`src/rtl/uart_pkg.sv`:
```
// rtl/uart_pkg.sv - shared UART types
//
// Purpose: types shared by the UART receive path.
//   rx_flags_t  : tag bits carried with every buffered receive entry
//   parity_e    : line parity setting
//   stop_bits_e : number of stop bits
package uart_pkg;

   typedef struct packed {
      logic brk;
      logic err;
   } rx_flags_t;

   typedef enum logic [1:0] {
      PARITY_NONE = 2'd0,
      PARITY_EVEN = 2'd1,
      PARITY_ODD  = 2'd2
   } parity_e;

   typedef enum logic {
      STOP_1 = 1'b0,
      STOP_2 = 1'b1
   } stop_bits_e;

endpackage

```
`src/rtl/sync_fifo.sv`:
```
// rtl/sync_fifo.sv - generic show-ahead synchronous FIFO
//
// Purpose: single-clock FIFO whose head entry is always visible on rdata_o.
// Ports:
//   clk, rst  : clock, asynchronous active-high reset (pointers/count only)
//   push_i    : write wdata_i (taken if not full, or if a pop happens too)
//   wdata_i   : entry to write
//   pop_i     : discard head entry (ignored when empty)
//   flush_i   : empty the FIFO; overrides push and pop
//   rdata_o   : head entry, meaningful only when empty_o=0
//   count_o   : occupancy 0..Depth
//   full_o    : count_o == Depth
//   empty_o   : count_o == 0
module sync_fifo
   import uart_pkg::*;
#(
   parameter int Width = 10,
   parameter int Depth = 16
) (
   input  logic                     clk,
   input  logic                     rst,
   input  logic                     push_i,
   input  logic [Width-1:0]         wdata_i,
   input  logic                     pop_i,
   input  logic                     flush_i,
   output logic [Width-1:0]         rdata_o,
   output logic [$clog2(Depth):0]   count_o,
   output logic                     full_o,
   output logic                     empty_o
);

   localparam int AW = $clog2(Depth);
   localparam int CW = AW + 1;
   localparam logic [CW-1:0] DepthCnt = CW'(Depth);

   if (Depth < 2 || (Depth & (Depth - 1)) != 0) begin : g_bad_depth
      $error("sync_fifo: Depth must be a power of two and at least 2");
   end

   logic [Width-1:0] mem_q [Depth];
   logic [AW-1:0]    wr_ptr_q, wr_ptr_d;
   logic [AW-1:0]    rd_ptr_q, rd_ptr_d;
   logic [CW-1:0]    count_q, count_d;
   logic             do_push, do_pop;

   assign full_o  = (count_q == DepthCnt);
   assign empty_o = (count_q == '0);
   assign count_o = count_q;
   assign rdata_o = mem_q[rd_ptr_q];

   // A push into a full FIFO is legal when the head leaves in the same cycle.
   assign do_pop  = pop_i & ~empty_o & ~flush_i;
   assign do_push = push_i & (~full_o | do_pop) & ~flush_i;

   always_comb begin
      wr_ptr_d = wr_ptr_q;
      rd_ptr_d = rd_ptr_q;
      count_d  = count_q;
      if (flush_i) begin
         wr_ptr_d = '0;
         rd_ptr_d = '0;
         count_d  = '0;
      end else begin
         // Power-of-two depth: pointers wrap by natural overflow.
         if (do_push) wr_ptr_d = wr_ptr_q + 1'b1;
         if (do_pop)  rd_ptr_d = rd_ptr_q + 1'b1;
         if (do_push && !do_pop)      count_d = count_q + 1'b1;
         else if (!do_push && do_pop) count_d = count_q - 1'b1;
      end
   end

   always_ff @(posedge clk or posedge rst) begin
      if (rst) begin
         wr_ptr_q <= '0;
         rd_ptr_q <= '0;
         count_q  <= '0;
      end else begin
         wr_ptr_q <= wr_ptr_d;
         rd_ptr_q <= rd_ptr_d;
         count_q  <= count_d;
      end
   end

   // Storage carries no reset; count/empty gate its visibility.
   always_ff @(posedge clk) begin
      if (do_push) mem_q[wr_ptr_q] <= wdata_i;
   end

endmodule

```
`src/rtl/uart_rx_buffer.sv`:
```
// rtl/uart_rx_buffer.sv - UART receive buffer with break coalescing and overrun tracking
//
// Purpose: captures receiver result pulses into a FIFO of tagged entries and
// presents them through a valid/ready interface.
// Ports:
//   clk, rst                    : clock, asynchronous active-high reset
//   rx_data, rx_valid           : good character pulse
//   rx_break                    : break frame pulse (stored with data 0)
//   rx_error                    : framing/parity error pulse (stored with data)
//   out_data/out_break/out_error: head entry, forced to 0 while out_valid=0
//   out_valid, out_ready        : head handshake
//   flush                       : drop all buffered entries
//   clear_overrun               : clear overrun flag and counter
//   count                       : occupancy 0..Depth
//   overrun, overrun_count      : sticky drop flag, saturating drop counter
module uart_rx_buffer
   import uart_pkg::*;
#(
   parameter int DataBits       = 8,
   parameter int Depth          = 16,
   parameter int OverrunCntBits = 8
) (
   input  logic                      clk,
   input  logic                      rst,
   input  logic [DataBits-1:0]       rx_data,
   input  logic                      rx_valid,
   input  logic                      rx_break,
   input  logic                      rx_error,
   output logic [DataBits-1:0]       out_data,
   output logic                      out_break,
   output logic                      out_error,
   output logic                      out_valid,
   input  logic                      out_ready,
   input  logic                      flush,
   input  logic                      clear_overrun,
   output logic [$clog2(Depth):0]    count,
   output logic                      overrun,
   output logic [OverrunCntBits-1:0] overrun_count
);

   localparam int EW = DataBits + 2;

   if (DataBits < 5 || DataBits > 9) begin : g_bad_databits
      $error("uart_rx_buffer: DataBits must be in 5..9");
   end

   typedef struct packed {
      rx_flags_t           flags;
      logic [DataBits-1:0] data;
   } rx_entry_t;

   rx_entry_t                 evt_entry;
   rx_entry_t                 head_entry;
   logic                      evt_any;
   logic                      coalesced;
   logic                      want_push;
   logic                      push;
   logic                      pop;
   logic                      drop;
   logic                      fifo_full;
   logic                      fifo_empty;
   logic [EW-1:0]             fifo_rdata;

   logic                      last_was_break_q, last_was_break_d;
   logic                      overrun_q, overrun_d;
   logic [OverrunCntBits-1:0] overrun_cnt_q, overrun_cnt_d;

   // Pulses should be exclusive; if not, valid beats break beats error.
   always_comb begin
      evt_entry = '0;
      if (rx_valid) begin
         evt_entry.data = rx_data;
      end else if (rx_break) begin
         evt_entry.flags.brk = 1'b1;
      end else if (rx_error) begin
         evt_entry.flags.err = 1'b1;
         evt_entry.data      = rx_data;
      end
   end

   assign evt_any   = rx_valid | rx_break | rx_error;
   assign coalesced = evt_entry.flags.brk & last_was_break_q;
   // Flush discards an arriving event outright, so it can never be an overrun.
   assign want_push = evt_any & ~coalesced & ~flush;
   assign pop       = out_valid & out_ready & ~flush;
   assign push      = want_push & (~fifo_full | pop);
   assign drop      = want_push & fifo_full & ~pop;

   always_comb begin
      last_was_break_d = last_was_break_q;
      overrun_d        = overrun_q;
      overrun_cnt_d    = overrun_cnt_q;

      // Coalescing history follows every event, even dropped or flushed ones.
      if (evt_any) last_was_break_d = evt_entry.flags.brk;

      // A drop in the clear cycle wins: it becomes the first counted drop.
      if (drop) begin
         overrun_d = 1'b1;
         if (clear_overrun)          overrun_cnt_d = OverrunCntBits'(1);
         else if (&overrun_cnt_q)    overrun_cnt_d = overrun_cnt_q;
         else                        overrun_cnt_d = overrun_cnt_q + 1'b1;
      end else if (clear_overrun) begin
         overrun_d     = 1'b0;
         overrun_cnt_d = '0;
      end
   end

   always_ff @(posedge clk or posedge rst) begin
      if (rst) begin
         // Starting as "last was break" hides the break from a line held low at power-up.
         last_was_break_q <= 1'b1;
         overrun_q        <= 1'b0;
         overrun_cnt_q    <= '0;
      end else begin
         last_was_break_q <= last_was_break_d;
         overrun_q        <= overrun_d;
         overrun_cnt_q    <= overrun_cnt_d;
      end
   end

   sync_fifo #(
      .Width (EW),
      .Depth (Depth)
   ) u_fifo (
      .clk     (clk),
      .rst     (rst),
      .push_i  (push),
      .wdata_i (evt_entry),
      .pop_i   (pop),
      .flush_i (flush),
      .rdata_o (fifo_rdata),
      .count_o (count),
      .full_o  (fifo_full),
      .empty_o (fifo_empty)
   );

   assign head_entry    = fifo_rdata;
   assign out_valid     = ~fifo_empty;
   assign out_data      = out_valid ? head_entry.data      : '0;
   assign out_break     = out_valid ? head_entry.flags.brk : 1'b0;
   assign out_error     = out_valid ? head_entry.flags.err : 1'b0;
   assign overrun       = overrun_q;
   assign overrun_count = overrun_cnt_q;

endmodule

```
`config.mk`:
```
export PLATFORM = sky130hd
export DESIGN_NAME = uart_rx_buffer
export DESIGN_NICKNAME = d
export VERILOG_FILES = /design/src/rtl/uart_pkg.sv /design/src/rtl/sync_fifo.sv /design/src/rtl/uart_rx_buffer.sv
export SDC_FILE = /design/constraint.sdc
export NUM_CORES = 1
export LEC_CHECK = 0
export ABC_AREA = 1
export BUFFER_PORTS_ARGS = -buffer_cell sky130_fd_sc_hd__buf_2
export CELL_PAD_IN_SITES_DETAIL_PLACEMENT = 1
export CELL_PAD_IN_SITES_GLOBAL_PLACEMENT = 1
export CORE_MARGIN = 2
export CORE_UTILIZATION = 35
export CTS_BUF_LIST = sky130_fd_sc_hd__clkbuf_2 sky130_fd_sc_hd__clkbuf_4 sky130_fd_sc_hd__clkbuf_8
export CTS_CLUSTER_SIZE = 28
export DETAILED_ROUTE_END_ITERATION = 8
export PLACE_DENSITY_LB_ADDON = 0.25
export SYNTH_ARGS = -nofsm -noshare
export SYNTH_HDL_FRONTEND = slang
export SYNTH_SLANG_ARGS = --single-unit
```
`constraint.sdc`:
```
create_clock -name clk -period 4.64 [get_ports clk]
set_clock_uncertainty 0.1 [all_clocks]
set_input_delay 0.696 -clock clk [delete_from_list [all_inputs] [get_ports clk]]
set_output_delay 0.696 -clock clk [all_outputs]
set_load 0.02 [all_outputs]
```
==> results.md, run 1 <==
* Starting density of the core at 0.358
* Post-CTS setup repair buffer count at 0
* Gp weighted congestion at 0.792
* Reg2reg end: u_fifo.mem_q[11][9]$_DFFE_PP_
* Most frequent cells after synthesis: nand2_1, edfxtp_1, nand3_1
* CTS resizes at 0
* GRT Overall Usage at 0.190
* Final Util at 0.394
* Via Count at 5,607
* Drt via density at 5.25
* Min Tclk post-route at 3730 ps
* CP Launch Type: flip-flop
* Crit path max fanout at 42
* Most common cell in the netlist: nand2_1
* Leakage at 3.40 nW
* Area grow syn2layout at 10.1%
* Internal reg-to-reg setup slack at 1730 ps
* First-pass GRT wire length at 34.3 mm
* Final setup fails at 0
* Post-place setup slack at 1420 ps
* Max-slew violation count at 0
* Crit path DAT at 2940 ps
* Detailed-route wire length per cell at 20.7 um
* TritonCTS clock tree: built
* Initial antenna violation count at 0
* Maximum root-to-sink buffer count at 2
* Net count after synthesis at 760
* Antenna-violating nets left at 0
* Most area-consuming cells after synthesis: edfxtp_1, nand2_1, nand3_1
* Drt pass-1 iters at 5
* Core ar. at 22,600 um2
* Vias in the first global route at ~5.8k
* Final Hold Fails at 0
* Num rows at 55
* Number of diodes at 0
* Pwr/cell area at around 480 nW/um2
* Die H at 156 um
* Clock root cell: clkbuf_8
* PnR worst setup slack at 907 ps
* Crit path capture type: primary output
* Register cell area after layout at approximately 5400 um2
* Maximum vdd drop at 0.166 mV
* CP required at around 3800 ps
* Gr ovfl total at 0
* Worst-Skew Late Latency at 460 ps
* Largest net degree at the start of global routing at 84
* RSZ-0062 raised after global routing: false
* Nets@finish at 797
* Post-synth top area share at 0.594
* Clock slew at reported path FFs at ~100 ps
* Mapped Avg Cell Area at 11.0 um2
* Die X at 156 um
* Worst Tran Pin Value at 1380 ps
* RR Startpoint: u_fifo.count_o[0]$_DFFE_PP0P_
* Largest area contributor in the netlist: edfxtp_1
* Num ports at 41
* DP HPWL at around 14 mm
* Total wire length at 22.1 mm
* Asr flop ratio synth at 0.126
* Synth warn at 0
* Final period util at 0.805
* Port Buffer Count at 40
* CP Class: flip-flop to primary output
* Area of the multi-input gates at 2380 um2
* Max Cap Viol at 0
* Synth Instances at 733
* Fin Setup TNS at 0 ps
* CTS Sinks at 183
* Worst Reg-to-Reg Cells at 8
* WHS at between 300 and 400 ps
* Max_slew headroom at 0.0762
* # fillers at 2,529
* Die Area at 24,400 um2
* Hold Buf Count CTS at 0
* Status: completed
* EDFF count, synth at 160
* DRC errors left at 0
* Synth Flop Type: edfxtp_1
* H-Tree Depth at 4
* Sequential area share after synthesis at 0.665
* F_max at around 270 MHz
* Detailed Route Iter0 Violations at 476
* Total power at roughly 0.0043 W
* Cell variety after synth at 36
* Hold crit path type: input pin to async pin
* CTS Buf Count at 17
* #FFs+latches synth at 183
* Share of layout cells above drive strength 1 at 0.153
* Post-synthesis cell area at 8100 um2
-- critical path: stages (launching register included) --
cell and delay, ps:
dfrtp_2 420, inv_2 540, buf_4 540, nand2_1 110
nand3_1 90, nand3_1 180, a21oi_1 210, o21a_1 170
buf_2 170
-- area by class of cell --
| cell class | instances | share of cell area |
|---|---|---|
| clock inverter | 15 | 0.0136 |
| sequential | 183 | 0.604 |
| inverter | 39 | 0.0175 |
| tap | 285 | 0.0400 |
| multi-input combinational | 478 | 0.267 |
| timing repair buffer | 51 | 0.0317 |
| clock buffer | 17 | 0.0262 |
-- where the power goes --
group	leakage (nW)	switching, W	internal (W)
Combinational	1.46	0.000914	0.000384
Clock	0.166	0.000621	0.000381
Sequential	1.77	0.0000664	0.00190
-- cells by family after synthesis --
kind of cell             share of synthesized area
AO/OA/AOI/OAI                               0.0380
XOR/XNOR                                   0.00541
adder cells (fa/ha/maj)                     0.0179
flip-flops                                   0.665
AND/OR/NAND/NOR                              0.233
buffers and inverters                       0.0411
-- per-layer routing --
metal,track usage,part of all wire,routed length (um),vias to the layer above
met5,0,0,0,-
met4,0.0529,0.012,264,0
met3,0.0331,0.045,997,20
met2,0.314,0.49,10900,127
met1,0.259,0.45,9940,2853
li1,-,-,-,2607
-- worst max-delay path by stage --
stage / startpoint / to / slack (ps) / cells after the start
global placement: u_fifo.rd_ptr_q[0]$_DFFE_PP0P_ / out_data[6] / 1510 / 8
finish: u_fifo.rd_ptr_q[0]$_DFFE_PP0P_ / out_data[6] / 910 / 8
global route: u_fifo.rd_ptr_q[0]$_DFFE_PP0P_ / out_data[5] / 690 / 8
floorplan: rx_valid / u_fifo.mem_q[0][0]$_DFFE_PP_ / 2070 / 3
detailed placement: u_fifo.rd_ptr_q[0]$_DFFE_PP0P_ / out_data[6] / 1420 / 8
CTS: u_fifo.rd_ptr_q[0]$_DFFE_PP0P_ / out_data[6] / 910 / 8
-- per-stage QoR --
step	area (um2)	cells
after global placement	8560	1036
after detailed placement	8560	1036
after floorplan	8100	733
final	8910	1068
after global routing	8910	1068
after CTS	8910	1068
-- flip-flops by register name, summed over array words and instances (netlist names) --
name,count
overrun,1
u_fifo.wr_ptr_q,4
last_was_break_q,1
u_fifo.count_o,5
overrun_count,8
u_fifo.rd_ptr_q,4
u_fifo.mem_q,160
-- placed cells by master, fill, tap and decap left out, drive strengths merged, types with 10 or more instances in the layout --
master | synthesis | final
nor2 | 37 | 37
nand2 | 222 | 222
buf | 26 | 51
nand3 | 140 | 140
clkbuf | 7 | 17
ha | 10 | 10
dfrtp | 22 | 22
inv | 39 | 44
o21ai | 14 | 14
edfxtp | 160 | 160
o21a | 11 | 11
a21oi | 25 | 25
Power figures use the tool's default switching activity.
==> run 2, diff against run 1 <==
--- a/config.mk
+++ b/config.mk
@@ -5,7 +5,7 @@
 export SDC_FILE = /design/constraint.sdc
 export NUM_CORES = 1
 export LEC_CHECK = 0
-export ABC_AREA = 1
+export ABC_AREA = 0
 export BUFFER_PORTS_ARGS = -buffer_cell sky130_fd_sc_hd__buf_2
 export CELL_PAD_IN_SITES_DETAIL_PLACEMENT = 1
 export CELL_PAD_IN_SITES_GLOBAL_PLACEMENT = 1
==> constraint.sdc (replaced) <==
create_clock -name clk -period 3.57 [get_ports clk]
set_clock_uncertainty 0.1 [all_clocks]
set_input_delay 0.5355 -clock clk [delete_from_list [all_inputs] [get_ports clk]]
set_output_delay 0.5355 -clock clk [all_outputs]
set_load 0.02 [all_outputs]
==> results.md, run 2 <==
* Most frequent cells after synthesis: edfxtp_1, mux4_2, mux2i_1 (was nand2_1, edfxtp_1, nand3_1)
* Largest area contributor in the netlist: edfxtp_1 (unchanged)
* Die H at 153 um (was 156 um)
* Antenna-violating nets left at 0 (unchanged)
* Asr flop ratio synth at 0.126 (unchanged)
* Clock slew at reported path FFs at 90 ps (was 100 ps)
* Drt pass-1 iters at 4 (was 5)
* Largest net degree at the start of global routing at 42 (was 84)
* Worst Reg-to-Reg Cells at 8 (unchanged)
* Clock root cell: clkbuf_8 (unchanged)
* CP Class: flip-flop to primary output (unchanged)
* Status: completed (unchanged)
* Area grow syn2layout at 12.4% (was 10.1%)
* EDFF count, synth at 160 (unchanged)
* Drt via density at 5.33 (was 5.25)
* Core ar. at 21,800 um2 (was 22,600 um2)
* RR Startpoint: u_fifo.count_o[0]$_DFFE_PP0P_ (unchanged)
* Share of layout cells above drive strength 1 at 0.276 (was 0.153)
* Hold Buf Count CTS at 0 (unchanged)
* DP HPWL at 11.5 mm (was 14.0 mm)
* Detailed Route Iter0 Violations at 177 (was 476)
* Cell variety after synth at 48 (was 36)
* Min Tclk post-route at 3370 ps
* CTS Sinks at 183 (unchanged)
* Sw power at 0.00162 W (was 0.00160 W)
* Gp weighted congestion at 0.800 (was 0.792)
* Num ports at 41 (unchanged)
* Final Hold Fails at 0 (unchanged)
* Internal power at 0.00361 W (was 0.00267 W)
* Via Count at 4,255 (was 5,607)
* Max reg flops at 160 (unchanged)
* Final setup fails at 0 (unchanged)
* Gr ovfl total at 0 (unchanged)
* Most common cell in the netlist: edfxtp_1 (was nand2_1)
* Leakage at 2.97 nW (was 3.40 nW)
* Die Area at 23,500 um2 (was 24,400 um2)
* Port Buffer Count at 40 (unchanged)
* Net count after synthesis at 476 (was 760)
* Fin Setup TNS at 0 ps (unchanged)
* Most area-consuming cells after synthesis: edfxtp_1, mux4_2, dfrtp_1 (was edfxtp_1, nand2_1, nand3_1)
* Largest register by flop count: u_fifo.mem_q (unchanged)
* GRT Overall Usage at 0.160 (was 0.190)
* Max_slew headroom at 0.197 (was 0.0762)
* Combinational power share at 0.284 (was 0.304)
* Critical path startpoint: u_fifo.count_o[0]$_DFFE_PP0P_ (was u_fifo.rd_ptr_q[0]$_DFFE_PP0P_)
* Maximum root-to-sink buffer count at 2 (unchanged)
* DRC errors left at 0 (unchanged)
* Synth Instances at 449 (was 733)
* Mapped Avg Cell Area at 17.4 um2 (was 11.0 um2)
* Number of diodes at 0 (unchanged)
* Pwr/cell area at 596 nW/um2 (was 479 nW/um2)
* Starting density of the core at 0.357 (was 0.358)
* #FFs+latches synth at 183 (unchanged)
* Synth warn at 0 (unchanged)
* RSZ-0062 raised after global routing: false (unchanged)
* Max-slew violation count at 0 (unchanged)
* Switching portion of total power at 0.311 (was 0.375)
* CP required at 2930 ps (was 3840 ps)
* Post-synthesis cell area at 7800 um2 (was 8100 um2)
* Reg2reg end: u_fifo.count_o[4]$_DFFE_PP0P_ (was u_fifo.mem_q[11][9]$_DFFE_PP_)
* Final period util at 0.944
* Post-synth top area share at 0.616 (was 0.594)
* Sequential area share after synthesis at 0.690 (was 0.665)
* Initial antenna violation count at 0 (unchanged)
* Vias in the first global route at 4,494 (was 5,799)
* Hold crit path type: input pin to async pin (unchanged)
* Maximum vdd drop at 0.335 mV (was 0.166 mV)
* H-Tree Depth at 4 (unchanged)
* Crit path capture type: primary output (unchanged)
* Die X at 153 um (was 156 um)
* CP Launch Type: flip-flop (unchanged)
* Num rows at 54 (was 55)
* Total wire length at 18.2 mm (was 22.1 mm)
* Crit path max fanout at 10 (was 42)
* PnR worst setup slack at 200 ps (was 907 ps)
* Nets@finish at 535 (was 797)
* F_max at 297 MHz
* Detailed-route wire length per cell at 22.8 um (was 20.7 um)
* CTS Buf Count at 17 (unchanged)
* Max Cap Viol at 0 (unchanged)
* Most frequent cells in the layout: edfxtp_1, mux4_2, buf_2, mux2i_1, buf_4 (was nand2_1, edfxtp_1, nand3_1, buf_2, nor2_1)
* Worst-Skew Late Latency at 460 ps (about the same)
* First-pass GRT wire length at 27.6 mm (was 34.3 mm)
* Internal reg-to-reg setup slack at 550 ps (was 1730 ps)
* TritonCTS clock tree: built (unchanged)
* Reg power frac at 0.474 (was 0.461)
* CP endpoint: out_break (was out_data[6])
* Synth Flop Type: edfxtp_1 (unchanged)
* # fillers at 2,158 (was 2,529)
* Clock Power Share at 0.242 (was 0.235)
* Commonest non-fill, non-tap cell in the layout: edfxtp_1 (was nand2_1)
* Worst Tran Pin Value at 1200 ps (was 1380 ps)
* Post-place setup slack at 584 ps (was 1420 ps)
* Crit path DAT at 2730 ps (was 2940 ps)
==> run 2: changes by cell type after synthesis, sizes merged, moves of 21 or more <==
| cell | previous run | this run |
|---|---|---|
| nand2 | 222 | 11 |
| nand3 | 140 | 16 |
| mux4 | 0 | 40 |
| inv | 39 | 12 |
| mux2i | 0 | 23 |
| nor2 | 37 | 16 |
==> run 2: power by group through the flow <==
stage / logic (W) / registers, W / clock network, W
after floorplan: 0.00110 / 0.00253 / 0
after global placement: 0.00149 / 0.00252 / 0
after detailed placement: 0.00151 / 0.00253 / 0
after CTS: 0.00151 / 0.00248 / 0.00130
after global routing: 0.00162 / 0.00249 / 0.00137
final: 0.00149 / 0.00248 / 0.00127
==> run 2: how the worst min path moves through the flow <==
stage | start | endpoint | slack (ps) | cells after the start
floorplan | u_fifo.wr_ptr_q[3]$_DFFE_PP0P_ | u_fifo.wr_ptr_q[3]$_DFFE_PP0P_ | 410 | 1
global placement | overrun$_DFFE_PP0P_ | overrun$_DFFE_PP0P_ | 360 | 1
detailed placement | overrun$_DFFE_PP0P_ | overrun$_DFFE_PP0P_ | 370 | 1
CTS | rx_valid | last_was_break_q$_DFFE_PP1N_ | 180 | 2
global route | rx_valid | last_was_break_q$_DFFE_PP1N_ | 190 | 2
finish | rst | u_fifo.count_o[0]$_DFFE_PP0P_ | 190 | 2
==> run 2: cell type report <==
| cell class | instances | area, um2 | area share |
|---|---|---|---|
| Inverter | 12 | 45.0 | 0.00514 |
| Clock buffer | 17 | 234 | 0.0267 |
| Tap cell | 280 | 350 | 0.0399 |
| Clock inverter | 12 | 105 | 0.0120 |
| Sequential cell | 183 | 5380 | 0.614 |
| Multi-Input combinational cell | 231 | 2270 | 0.259 |
| Timing Repair Buffer | 63 | 385 | 0.0439 |
==> run 2: through the flow <==
step / power [W] / std cells / area, um2 / utilization / hold WS (ps)
finish: 0.00523 / 798 / 8770 / 0.402 / 186
CTS: 0.00530 / 798 / 8770 / 0.402 / 175
detailed placement: 0.00404 / 769 / 8430 / 0.386 / 370
global placement: 0.00401 / 769 / 8430 / 0.386 / 365
global route: 0.00548 / 798 / 8770 / 0.402 / 194
floorplan: 0.00363 / 449 / 7800 / - / 406
==> run 2: cells by family (layout without fill, tap and decap cells) <==
group                    after synthesis  count (layout)  synth area share
AND/OR/NAND/NOR                       98              98            0.0707
flip-flops                           183             183             0.690
multiplexers                          68              68             0.152
AO/OA/AOI/OAI                         52              52            0.0467
adder cells (fa/ha/maj)               11              11            0.0186
buffers and inverters                 35             104            0.0197
XOR/XNOR                               2               2           0.00225
==> run 2: what timing repair did <==
action                     CTS  global route
resized for setup            0             1
setup endpoints to repair    0             2
setup buffers                0             0
==> run 2: layer usage <==
metal  GRT usage  part of all wire  vias up
met2       0.271              0.50       77
li1            -                 -     1907
met4      0.0450             0.013        0
met5           0                 0        -
met1       0.210              0.45     2256
met3      0.0312             0.034       15
==> run 2: critical path: stages, from the launching register on <==
cell and delay, ps:
dfrtp_1 460, or4_4 610, or2_0 380, nand2_1 460, o22ai_1 160, buf_2 190
